$ cat config.mk
export PLATFORM = sky130hd
export DESIGN_NAME = mem_arbiter
export DESIGN_NICKNAME = d
export VERILOG_FILES = /design/src/rtl/mem_arb_pkg.sv /design/src/rtl/mem_arbiter.sv
export SDC_FILE = /design/constraint.sdc
export NUM_CORES = 1
export LEC_CHECK = 0
export ABC_AREA = 1
export CAP_MARGIN = 20
export CORE_MARGIN = 8
export CORE_UTILIZATION = 29
export DETAILED_ROUTE_END_ITERATION = 10
export PLACE_DENSITY_LB_ADDON = 0.3
export SLEW_MARGIN = 40
export SYNTH_ARGS = -nofsm -noshare
export SYNTH_HDL_FRONTEND = slang
export SYNTH_SLANG_ARGS = --single-unit
$ cat constraint.sdc
create_clock -name clk -period 2.7 [get_ports clk]
set_input_delay 0.54 -clock clk [delete_from_list [all_inputs] [get_ports clk]]
set_output_delay 0.54 -clock clk [all_outputs]
set_load 0.01 [all_outputs]
$ cat src/rtl/mem_arb_pkg.sv
// mem_arb_pkg: shared types and constants for the RAM arbiter.
//   rd_owner_t : which port (if any) a pending RAM read belongs to
//   STARVE_W   : width of the DMA starvation counter
package mem_arb_pkg;

    localparam int STARVE_W = 4;

    typedef enum logic [1:0] {
        NONE = 2'd0,
        CPU  = 2'd1,
        DMA  = 2'd2
    } rd_owner_t;

endpackage

$ cat src/rtl/mem_arbiter.sv
// mem_arbiter: shares one single-port synchronous RAM between the CPU and a
// DMA requester. At most one access is issued per clock. The CPU has fixed
// priority; a starvation counter forces a DMA win after STARVE_MAX blocked
// cycles unless the CPU holds cpu_lock.
//
// Ports
//   clk, rst                     : clock, synchronous active-high reset
//   cpu_req/we/addr/wdata/lock   : CPU request side
//   cpu_ack, cpu_rvalid, cpu_rdata : CPU response side
//   dma_req/we/addr/wdata        : DMA request side
//   dma_ack, dma_rvalid, dma_rdata : DMA response side
//   ram_en/we/addr/wdata, ram_rdata : RAM port (1-cycle read latency)
//   dbg_starve, dbg_rd_owner     : internal state, for observation only
//
// Handshake: a requester holds req/we/addr/wdata stable until it sees ack in
// the same cycle; ack means the access was issued to the RAM that cycle.
// A new request may be presented the cycle after ack. For reads, rvalid is a
// one-cycle pulse the cycle after ack; rdata is only meaningful with rvalid.
module mem_arbiter
    import mem_arb_pkg::*;
#(
    parameter int AW         = 15,
    parameter int DW         = 8,
    parameter int STARVE_MAX = 4
) (
    input  logic                clk,
    input  logic                rst,

    input  logic                cpu_req,
    input  logic                cpu_we,
    input  logic [AW-1:0]       cpu_addr,
    input  logic [DW-1:0]       cpu_wdata,
    input  logic                cpu_lock,
    output logic                cpu_ack,
    output logic                cpu_rvalid,
    output logic [DW-1:0]       cpu_rdata,

    input  logic                dma_req,
    input  logic                dma_we,
    input  logic [AW-1:0]       dma_addr,
    input  logic [DW-1:0]       dma_wdata,
    output logic                dma_ack,
    output logic                dma_rvalid,
    output logic [DW-1:0]       dma_rdata,

    output logic                ram_en,
    output logic                ram_we,
    output logic [AW-1:0]       ram_addr,
    output logic [DW-1:0]       ram_wdata,
    input  logic [DW-1:0]       ram_rdata,

    output logic [STARVE_W-1:0] dbg_starve,
    output logic [1:0]          dbg_rd_owner
);

    localparam logic [STARVE_W-1:0] STARVE_LIM = STARVE_W'(STARVE_MAX);

    logic [STARVE_W-1:0] starve_q, starve_d;
    rd_owner_t           rd_owner_q, rd_owner_d;

    logic force_dma;
    logic grant_cpu;
    logic grant_dma;

    always_comb begin
        force_dma  = 1'b0;
        grant_cpu  = 1'b0;
        grant_dma  = 1'b0;
        ram_en     = 1'b0;
        ram_we     = 1'b0;
        ram_addr   = '0;
        ram_wdata  = '0;
        starve_d   = starve_q;
        rd_owner_d = NONE;

        // cpu_lock only masks the override; the counter keeps saturating so
        // DMA wins the first cycle after the lock drops.
        force_dma = dma_req && (starve_q == STARVE_LIM) && !cpu_lock;

        // Grants are suppressed during reset regardless of requests.
        if (!rst) begin
            if (force_dma || (dma_req && !cpu_req)) begin
                grant_dma = 1'b1;
            end else if (cpu_req) begin
                grant_cpu = 1'b1;
            end
        end

        if (grant_dma) begin
            ram_en    = 1'b1;
            ram_we    = dma_we;
            ram_addr  = dma_addr;
            ram_wdata = dma_wdata;
        end else if (grant_cpu) begin
            ram_en    = 1'b1;
            ram_we    = cpu_we;
            ram_addr  = cpu_addr;
            ram_wdata = cpu_wdata;
        end

        if (!dma_req || grant_dma) begin
            starve_d = '0;
        end else if (starve_q != STARVE_LIM) begin
            starve_d = starve_q + STARVE_W'(1);
        end

        if (grant_cpu && !cpu_we) begin
            rd_owner_d = CPU;
        end else if (grant_dma && !dma_we) begin
            rd_owner_d = DMA;
        end
    end

    always_ff @(posedge clk) begin
        if (rst) begin
            starve_q   <= '0;
            rd_owner_q <= NONE;
        end else begin
            starve_q   <= starve_d;
            rd_owner_q <= rd_owner_d;
        end
    end

    assign cpu_ack = grant_cpu;
    assign dma_ack = grant_dma;

    // Gating with rst drops a read whose return cycle coincides with reset.
    assign cpu_rvalid = (rd_owner_q == CPU) && !rst;
    assign dma_rvalid = (rd_owner_q == DMA) && !rst;

    assign cpu_rdata = ram_rdata;
    assign dma_rdata = ram_rdata;

    assign dbg_starve   = starve_q;
    assign dbg_rd_owner = rd_owner_q;

endmodule

==> insert_results.sql, run 1 <==
INSERT INTO impl_metrics (metric_group, metric, value, unit) VALUES
('hold_path', 'worst_hold_stages', '4', ''),
('yosys', 'synthDistinctLibCells', '20', ''),
('floorplan', 'dieArea', '5410', 'um2'),
('worst_setup_path', 'timing.critical_path.fanout_max', '11', ''),
('grt', 'grt_total_ovfl', '0', ''),
('detailed_routing', 'routed_wire_per_std_cell', '14.7', 'um'),
('sta', 'final_min_period_over_clock_period', '90.3', '%'),
('yosys', 'syn-num-nets', '210', ''),
('pwr', 'p_clk_share', '20.8', '%'),
('finish', 'num-nets-final', '295', ''),
('floorplan', 'std_cell_rows', '21', ''),
('sta', 'hold-worst-slack', '0.552', 'ns'),
('worst_setup_path', 'critical_path.reg2reg.startpoint', 'dbg_starve[0]$_SDFFE_PP0P_', ''),
('hold_path', 'min_delay_worst_endpoint', 'dbg_starve[0]$_SDFFE_PP0P_', ''),
('yosys', 'synth_warnings', '0', ''),
('yosys', 'postSynthAreaPerCell', '6.54', 'um2'),
('cts', 'cts-buffers-inserted', '3', ''),
('worst_setup_path', 'critical_path_class', 'input port to output pin', ''),
('detailed_routing', 'overall_routed_net_length', '4050', 'um'),
('sta', 'drv_slew', '0', ''),
('hold_path', 'holdCritStartpoint', 'dbg_starve[0]$_SDFFE_PP0P_', ''),
('worst_setup_path', 'setup_slack_of_the_worst_register_to_register_path', '1.33', 'ns'),
('place', 'dp.final_hpwl', '3090', 'um'),
('worst_setup_path', 'worst-endpoint-required', '2.16', 'ns'),
('pwr', 'power.switching', '0.000118', 'W'),
('finish', 'final_common_cell', 'sky130_fd_sc_hd__clkdlybuf4s50_1', ''),
('pwr', 'p_sw_share', '29.8', '%'),
('worst_setup_path', 'start_kind', 'input port', ''),
('sta', 'setup_viol', '0', ''),
('worst_setup_path', 'rr_endpoint', 'dbg_rd_owner[0]$_SDFF_PP0_', ''),
('detailed_routing', 'via_per_inst', '4.52', ''),
('detailed_routing', 'pre_repair_dr_iteration_count', '4', ''),
('sta', 'worst_slack', '0.262', 'ns'),
('grt', 'grt_use_total', '12.7', '%'),
('grt', 'number_of_global_route_vias_before_repair', '1243', ''),
('finish', 'mostFrequentLayoutCells', '59 x sky130_fd_sc_hd__clkdlybuf4s50_1, 41 x sky130_fd_sc_hd__nand3_1, 33 x sky130_fd_sc_hd__nand2_1', ''),
('place', 'numPortBuffers', '87', ''),
('finish', 'multiInputGateArea', '654', 'um2'),
('floorplan', 'die_height', '73.6', 'um'),
('yosys', 'synth.cell_area', '961', 'um2'),
('cts', 'clkLatencyLatePin', '0.24', 'ns'),
('floorplan', 'io-pin-count', '112', ''),
('detailed_routing', 'drtIter0Drc', '18', ''),
('yosys', 'postSynthRegisterBits', '6', ''),
('cts', 'cts_sinks', '6', ''),
('grt', 'grt_max_degree', '26', ''),
('cts', 'worst_setup_hold_path_clk_slew', '0.04', 'ns'),
('place', 'globalplace.congestion', '0.776', ''),
('floorplan', 'start_util', '29.5', '%'),
('sta', 'slew-limit-headroom', '83.3', '%'),
('sta', 'finalClockSkew', '0.00252', 'ns'),
('cts', 'clock_tree.htree_level_count', '1', ''),
('pwr', 'power.ir.vdd_worst', '207', 'uV'),
('detailed_routing', 'routed-via-count', '1248', ''),
('finish', 'layout-drive-gt1-share', '17.0', '%'),
('sta', 'timing.final.crit_period', '2.44', 'ns'),
('finish', 'final-seq-area', '121', 'um2'),
('finish', 'layout.filler_cells', '325', ''),
('floorplan', 'coreArea', '3260', 'um2'),
('job', 'drv.max_cap_violation_count', '0', ''),
('yosys', 'synth.yosys.seq_area_share', '12.5', '%'),
('pwr', 'power_density', '199', 'nW/um2'),
('worst_setup_path', 'setup.worst_path.end_class', 'output pin', ''),
('finish', 'fin_area', '1980', 'um2'),
('cts', 'clock_tree.root_cell', 'sky130_fd_sc_hd__clkbuf_4', ''),
('detailed_routing', 'antenna_violating_nets_post_route', '0', ''),
('place', 'placement.cell_area', '1800', 'um2'),
('pwr', 'combPwrFrac', '55.8', '%'),
('worst_setup_path', 'reg2reg_depth', '7', ''),
('finish', 'diodes', '0', ''),
('status', 'outcome', 'complete, no violations', '');
power groups by stage:
stage	clock (W)	sequential (W)	combinational, W
after global routing	0.0000911	0.0000929	0.000237
after global placement	0	0.0000941	0.000215
after floorplan	0	0.0000946	0.0000956
after CTS	0.0000868	0.0000925	0.000218
final	0.0000820	0.0000927	0.000220
after detailed placement	0	0.0000941	0.000217
registers in the layout, indices dropped and copies added (netlist names):
signal / cells
dbg_rd_owner: 2
dbg_starve: 4
cell families (layout without fill, tap and decap cells):
kind of cell             Yosys count  count (layout)  share of synthesized area (%)
flip-flops                         6               6                           12.5
AO/OA/AOI/OAI                      2               2                           1.04
XOR/XNOR                           1               1                          0.912
AND/OR/NAND/NOR                  101             104                           56.5
buffers and inverters             35             115                           26.4
adder cells (fa/ha/maj)            2               2                           2.60
repair_timing:
action,4_1_cts,5_1_grt
pin swaps,1,2
hold buffers,0,0
gates cloned,0,3
hold endpoints to repair,0,0
gates resized for setup,5,29
buffers inserted,0,4
setup endpoints to repair,22,23
worst max-delay path: stages:
cell                              delay, ns
sky130_fd_sc_hd__clkdlybuf4s50_1       0.40
sky130_fd_sc_hd__inv_1                 0.20
sky130_fd_sc_hd__nand3_4               0.17
sky130_fd_sc_hd__buf_12                0.18
sky130_fd_sc_hd__nand3_1               0.06
sky130_fd_sc_hd__nand2_1               0.05
sky130_fd_sc_hd__dlygate4sd2_1         0.29
metal layers:
metal | wire [um] | part of all wire, % | up-vias | global-route usage, %
met2 | 1900 | 47 | 58 | 22.4
met1 | 1700 | 42 | 546 | 13.7
met5 | 0 | 0 | - | 0
li1 | - | - | 636 | -
met4 | 69 | 1.7 | 0 | 3.77
met3 | 375 | 9.3 | 8 | 4.50
final cells by class:
type | count | share of cell area [%]
Timing Repair Buffer | 101 | 54.7
Sequential cell | 6 | 6.12
Inverter | 11 | 2.08
Clock buffer | 3 | 1.14
Tap cell | 46 | 2.90
Multi-Input combinational cell | 109 | 33.0
per-stage QoR:
stage / power [W] / util (%) / TNS [ns] / std cells
2_1_floorplan: 0.000190 / - / 0 / 147
3_3_place_gp: 0.000309 / 55.3 / 0 / 266
3_5_place_dp: 0.000311 / 55.3 / -0.156 / 266
4_1_cts: 0.000398 / 56.3 / 0 / 269
5_1_grt: 0.000421 / 60.8 / 0 / 276
6_report: 0.000395 / 60.8 / 0 / 276
how the worst max path moves through the flow:
stage,startpoint,to,slack [ns],depth (start not counted)
2_1_floorplan,dbg_starve[0]$_SDFFE_PP0P_,ram_addr[0],0.87,9
3_5_place_dp,rst,ram_addr[8],-0.02,6
3_3_place_gp,rst,ram_addr[2],0.01,6
6_report,cpu_lock,ram_addr[11],0.26,7
4_1_cts,cpu_req,ram_addr[12],0.0006,7
5_1_grt,dbg_starve[1]$_SDFFE_PP0P_,ram_addr[9],0.14,9
cell usage after synthesis:
cell type / number / area (um2)
sky130_fd_sc_hd__nor2_2: 1 / 6.26
sky130_fd_sc_hd__buf_8: 2 / 30.0
sky130_fd_sc_hd__nand2_1: 33 / 124
sky130_fd_sc_hd__dfxtp_1: 6 / 120
sky130_fd_sc_hd__nor2_1: 9 / 33.8
sky130_fd_sc_hd__ha_1: 2 / 25.0
sky130_fd_sc_hd__nand3_4: 1 / 17.5
sky130_fd_sc_hd__inv_1: 11 / 41.3
sky130_fd_sc_hd__o21ai_0: 2 / 10.0
sky130_fd_sc_hd__nand3_2: 10 / 100
sky130_fd_sc_hd__nand2_4: 2 / 22.5
sky130_fd_sc_hd__nand2_2: 1 / 6.26
sky130_fd_sc_hd__nand3_1: 41 / 205
sky130_fd_sc_hd__buf_6: 2 / 22.5
sky130_fd_sc_hd__xor2_1: 1 / 8.76
sky130_fd_sc_hd__nor3_1: 1 / 5.00
sky130_fd_sc_hd__clkbuf_8: 2 / 27.5
sky130_fd_sc_hd__buf_2: 1 / 5.00
sky130_fd_sc_hd__buf_4: 17 / 128
sky130_fd_sc_hd__nor2_4: 2 / 22.5
(Power assumes the default switching activity.)
==> inputs of run 2 (changes only) <==
CORE_UTILIZATION = 27   (was 29)
GPL_TIMING_DRIVEN = 0   (was unset)
MAX_ROUTING_LAYER = met4   (was unset)
clock period = 2.4 ns   (was 2.7 ns; I/O delays follow)
==> insert_results.sql, run 2 (synthesized netlist as in run 1, its figures left out) <==
INSERT INTO impl_metrics (metric_group, metric, value, unit) VALUES
('pwr', 'p_clk_share', '20.5', '%'),
('sta', 'hold-worst-slack', '0.553', 'ns'),
('place', 'numPortBuffers', '103', ''),
('finish', 'diodes', '0', ''),
('cts', 'worst_setup_hold_path_clk_slew', '0.04', 'ns'),
('place', 'placement.cell_area', '2050', 'um2'),
('grt', 'wire_length_of_the_first_global_routing_pass', '6300', 'um'),
('sta', 'timing_worst_slew_pin_value', '0.276', 'ns'),
('worst_setup_path', 'worst-endpoint-required', '1.92', 'ns'),
('hold_path', 'holdCritPathClass', 'register to register', ''),
('floorplan', 'coreArea', '3390', 'um2'),
('sta', 'rsz0062_at_grt', 'no', ''),
('worst_setup_path', 'critPathArrivalTime', '1.78', 'ns'),
('sta', 'timing.final.crit_period', '2.26', 'ns'),
('place', 'dp.final_hpwl', '3460', 'um'),
('floorplan', 'std_cell_rows', '21', ''),
('grt', 'grt_max_degree', '11', ''),
('cts', 'cts_sinks', '6', ''),
('pwr', 'p_sw_share', '31.6', '%'),
('pwr', 'cell_internal_pwr', '0.000332', 'W'),
('cts', 'clkLatencyLatePin', '0.25', 'ns'),
('hold_path', 'worst_hold_stages', '4', ''),
('floorplan', 'start_util', '28.3', '%'),
('job', 'drv.max_cap_violation_count', '0', ''),
('sta', 'hold_viol_final', '0', ''),
('hold_path', 'holdCritStartpoint', 'dbg_starve[0]$_SDFFE_PP0P_', ''),
('pwr', 'total_power', '0.000485', 'W'),
('pwr', 'seq_power_share', '21.5', '%'),
('worst_setup_path', 'reg2reg_depth', '8', ''),
('pwr', 'power_density', '236', 'nW/um2'),
('grt', 'antenna_found_initial', '0', ''),
('sta', 'slew-limit-headroom', '81.6', '%'),
('worst_setup_path', 'timing.critical_path.fanout_max', '5', ''),
('finish', 'largest_reg_flops', '4', ''),
('pwr', 'pleak', '1.02', 'nW'),
('pwr', 'combPwrFrac', '58.0', '%'),
('finish', 'area_growth', '113', '%'),
('cts', 'clock_tree.root_cell', 'sky130_fd_sc_hd__clkbuf_4', ''),
('sta', 'drv_slew', '0', ''),
('worst_setup_path', 'critical_path_class', 'register to output pin', ''),
('detailed_routing', 'via_per_inst', '4.51', ''),
('pwr', 'power.switching', '0.000153', 'W'),
('worst_setup_path', 'critical_path.reg2reg.startpoint', 'dbg_starve[1]$_SDFFE_PP0P_', ''),
('grt', 'grt_use_total', '14.6', '%'),
('grt', 'grt_total_ovfl', '0', ''),
('floorplan', 'io-pin-count', '112', ''),
('finish', 'num-nets-final', '324', ''),
('finish', 'layout-drive-gt1-share', '28.6', '%'),
('detailed_routing', 'drtIter0Drc', '64', ''),
('detailed_routing', 'overall_routed_net_length', '4440', 'um'),
('cts', 'clk_path_buf_depth', '2', ''),
('floorplan', 'dieArea', '5720', 'um2'),
('finish', 'final_common_cell', 'sky130_fd_sc_hd__clkdlybuf4s50_1', ''),
('sta', 'finalClockSkew', '0.00920', 'ns'),
('worst_setup_path', 'start_kind', 'register', ''),
('sta', 'setup_viol', '0', ''),
('detailed_routing', 'routed_wire_per_std_cell', '14.6', 'um'),
('worst_setup_path', 'rr_endpoint', 'dbg_rd_owner[0]$_SDFF_PP0_', ''),
('pwr', 'power.ir.vdd_worst', '241', 'uV'),
('finish', 'layout.filler_cells', '322', ''),
('status', 'outcome', 'complete, no violations', ''),
('floorplan', 'die-width', '75.7', 'um'),
('finish', 'fin_area', '2050', 'um2'),
('detailed_routing', 'antenna_violating_nets_post_route', '0', ''),
('detailed_routing', 'routed-via-count', '1375', ''),
('place', 'globalplace.congestion', '0.711', ''),
('cts', 'tritoncts', 'yes', ''),
('detailed_routing', 'remaining_drc_errors', '0', ''),
('detailed_routing', 'pre_repair_dr_iteration_count', '4', ''),
('cts', 'clock_tree.htree_level_count', '1', ''),
('floorplan', 'die_height', '75.7', 'um'),
('cts', 'cts-buffers-inserted', '3', ''),
('sta', 'fmax', '0.442', 'GHz'),
('grt', 'number_of_global_route_vias_before_repair', '1354', ''),
('finish', 'mostFrequentLayoutCells', '73 x sky130_fd_sc_hd__clkdlybuf4s50_1, 41 x sky130_fd_sc_hd__nand3_1, 32 x sky130_fd_sc_hd__nand2_1', ''),
('sta', 'final_min_period_over_clock_period', '94.2', '%'),
('worst_setup_path', 'setup.worst_path.end_class', 'output pin', ''),
('worst_setup_path', 'setup_slack_of_the_worst_register_to_register_path', '1.06', 'ns'),
('hold_path', 'min_delay_worst_endpoint', 'dbg_starve[0]$_SDFFE_PP0P_', '');
-- run 2: worst max-delay path, cell delays in order, from the launching register on --
cell	delay [ns]
sky130_fd_sc_hd__dfxtp_1	0.34
sky130_fd_sc_hd__inv_2	0.09
sky130_fd_sc_hd__ha_4	0.14
sky130_fd_sc_hd__nand2_2	0.06
sky130_fd_sc_hd__nor2_4	0.20
sky130_fd_sc_hd__nand3_4	0.13
sky130_fd_sc_hd__buf_4	0.17
sky130_fd_sc_hd__nand2_2	0.08
sky130_fd_sc_hd__nand2_1	0.05
sky130_fd_sc_hd__dlygate4sd2_1	0.28
-- run 2: worst max-delay path by stage --
| stage | from | to | depth (start not counted) |
|---|---|---|---|
| after floorplan | dbg_starve[0]$_SDFFE_PP0P_ | ram_addr[0] | 9 |
| after global placement | dma_req | ram_addr[13] | 7 |
| after detailed placement | dma_req | ram_addr[8] | 7 |
| after CTS | dma_req | ram_addr[8] | 7 |
| after global routing | dbg_starve[1]$_SDFFE_PP0P_ | ram_en | 9 |
| final | dbg_starve[1]$_SDFFE_PP0P_ | ram_en | 9 |
-- run 2: layer usage --
metal | vias to the layer above | part of all wire, % | global-route usage [%]
li1 | 690 | - | -
met1 | 596 | 39 | 15.8
met4 | 0 | 1.1 | 5.97
met3 | 4 | 15 | 6.18
met2 | 85 | 45 | 23.1
met5 | - | 0 | -
-- run 2: power groups by stage --
stage	Clock (W)	Sequential [W]	Combinational (W)
2_1_floorplan	0	0.000106	0.000107
3_3_place_gp	0	0.000106	0.000296
3_5_place_dp	0	0.000106	0.000299
4_1_cts	0.000105	0.000104	0.000284
5_1_grt	0.000113	0.000104	0.000304
6_report	0.0000995	0.000104	0.000281
-- run 2: final cells by class --
class                   count  area [um2]  area share [%]
well taps                  46        57.6            2.81
inverters                  11        41.3            2.01
flip-flops and latches      6         121            5.92
clock buffers               3        22.5            1.10
multi-input cells         106         616            30.0
repair buffers            109         973            47.5
plain buffers              24         219            10.7
-- run 2: stage by stage --
stage          setup slack (ns)  utilization [%]  cells  TNS (ns)
6_report                  0.139             60.5    305         0
5_1_grt                 0.00997             60.5    305         0
4_1_cts                 0.00101             61.4    303         0
3_5_place_dp             -0.423             60.5    296     -9.37
3_3_place_gp             -0.403             60.5    296     -8.76
2_1_floorplan             0.629                -    147         0
-- run 2: timing repair --
action	4_1_cts	5_1_grt
buffers inserted	4	2
hold endpoints to repair	0	0
endpoints found under the setup margin	27	24
pin swaps	2	3
hold buffers	0	0
resized for setup	33	47
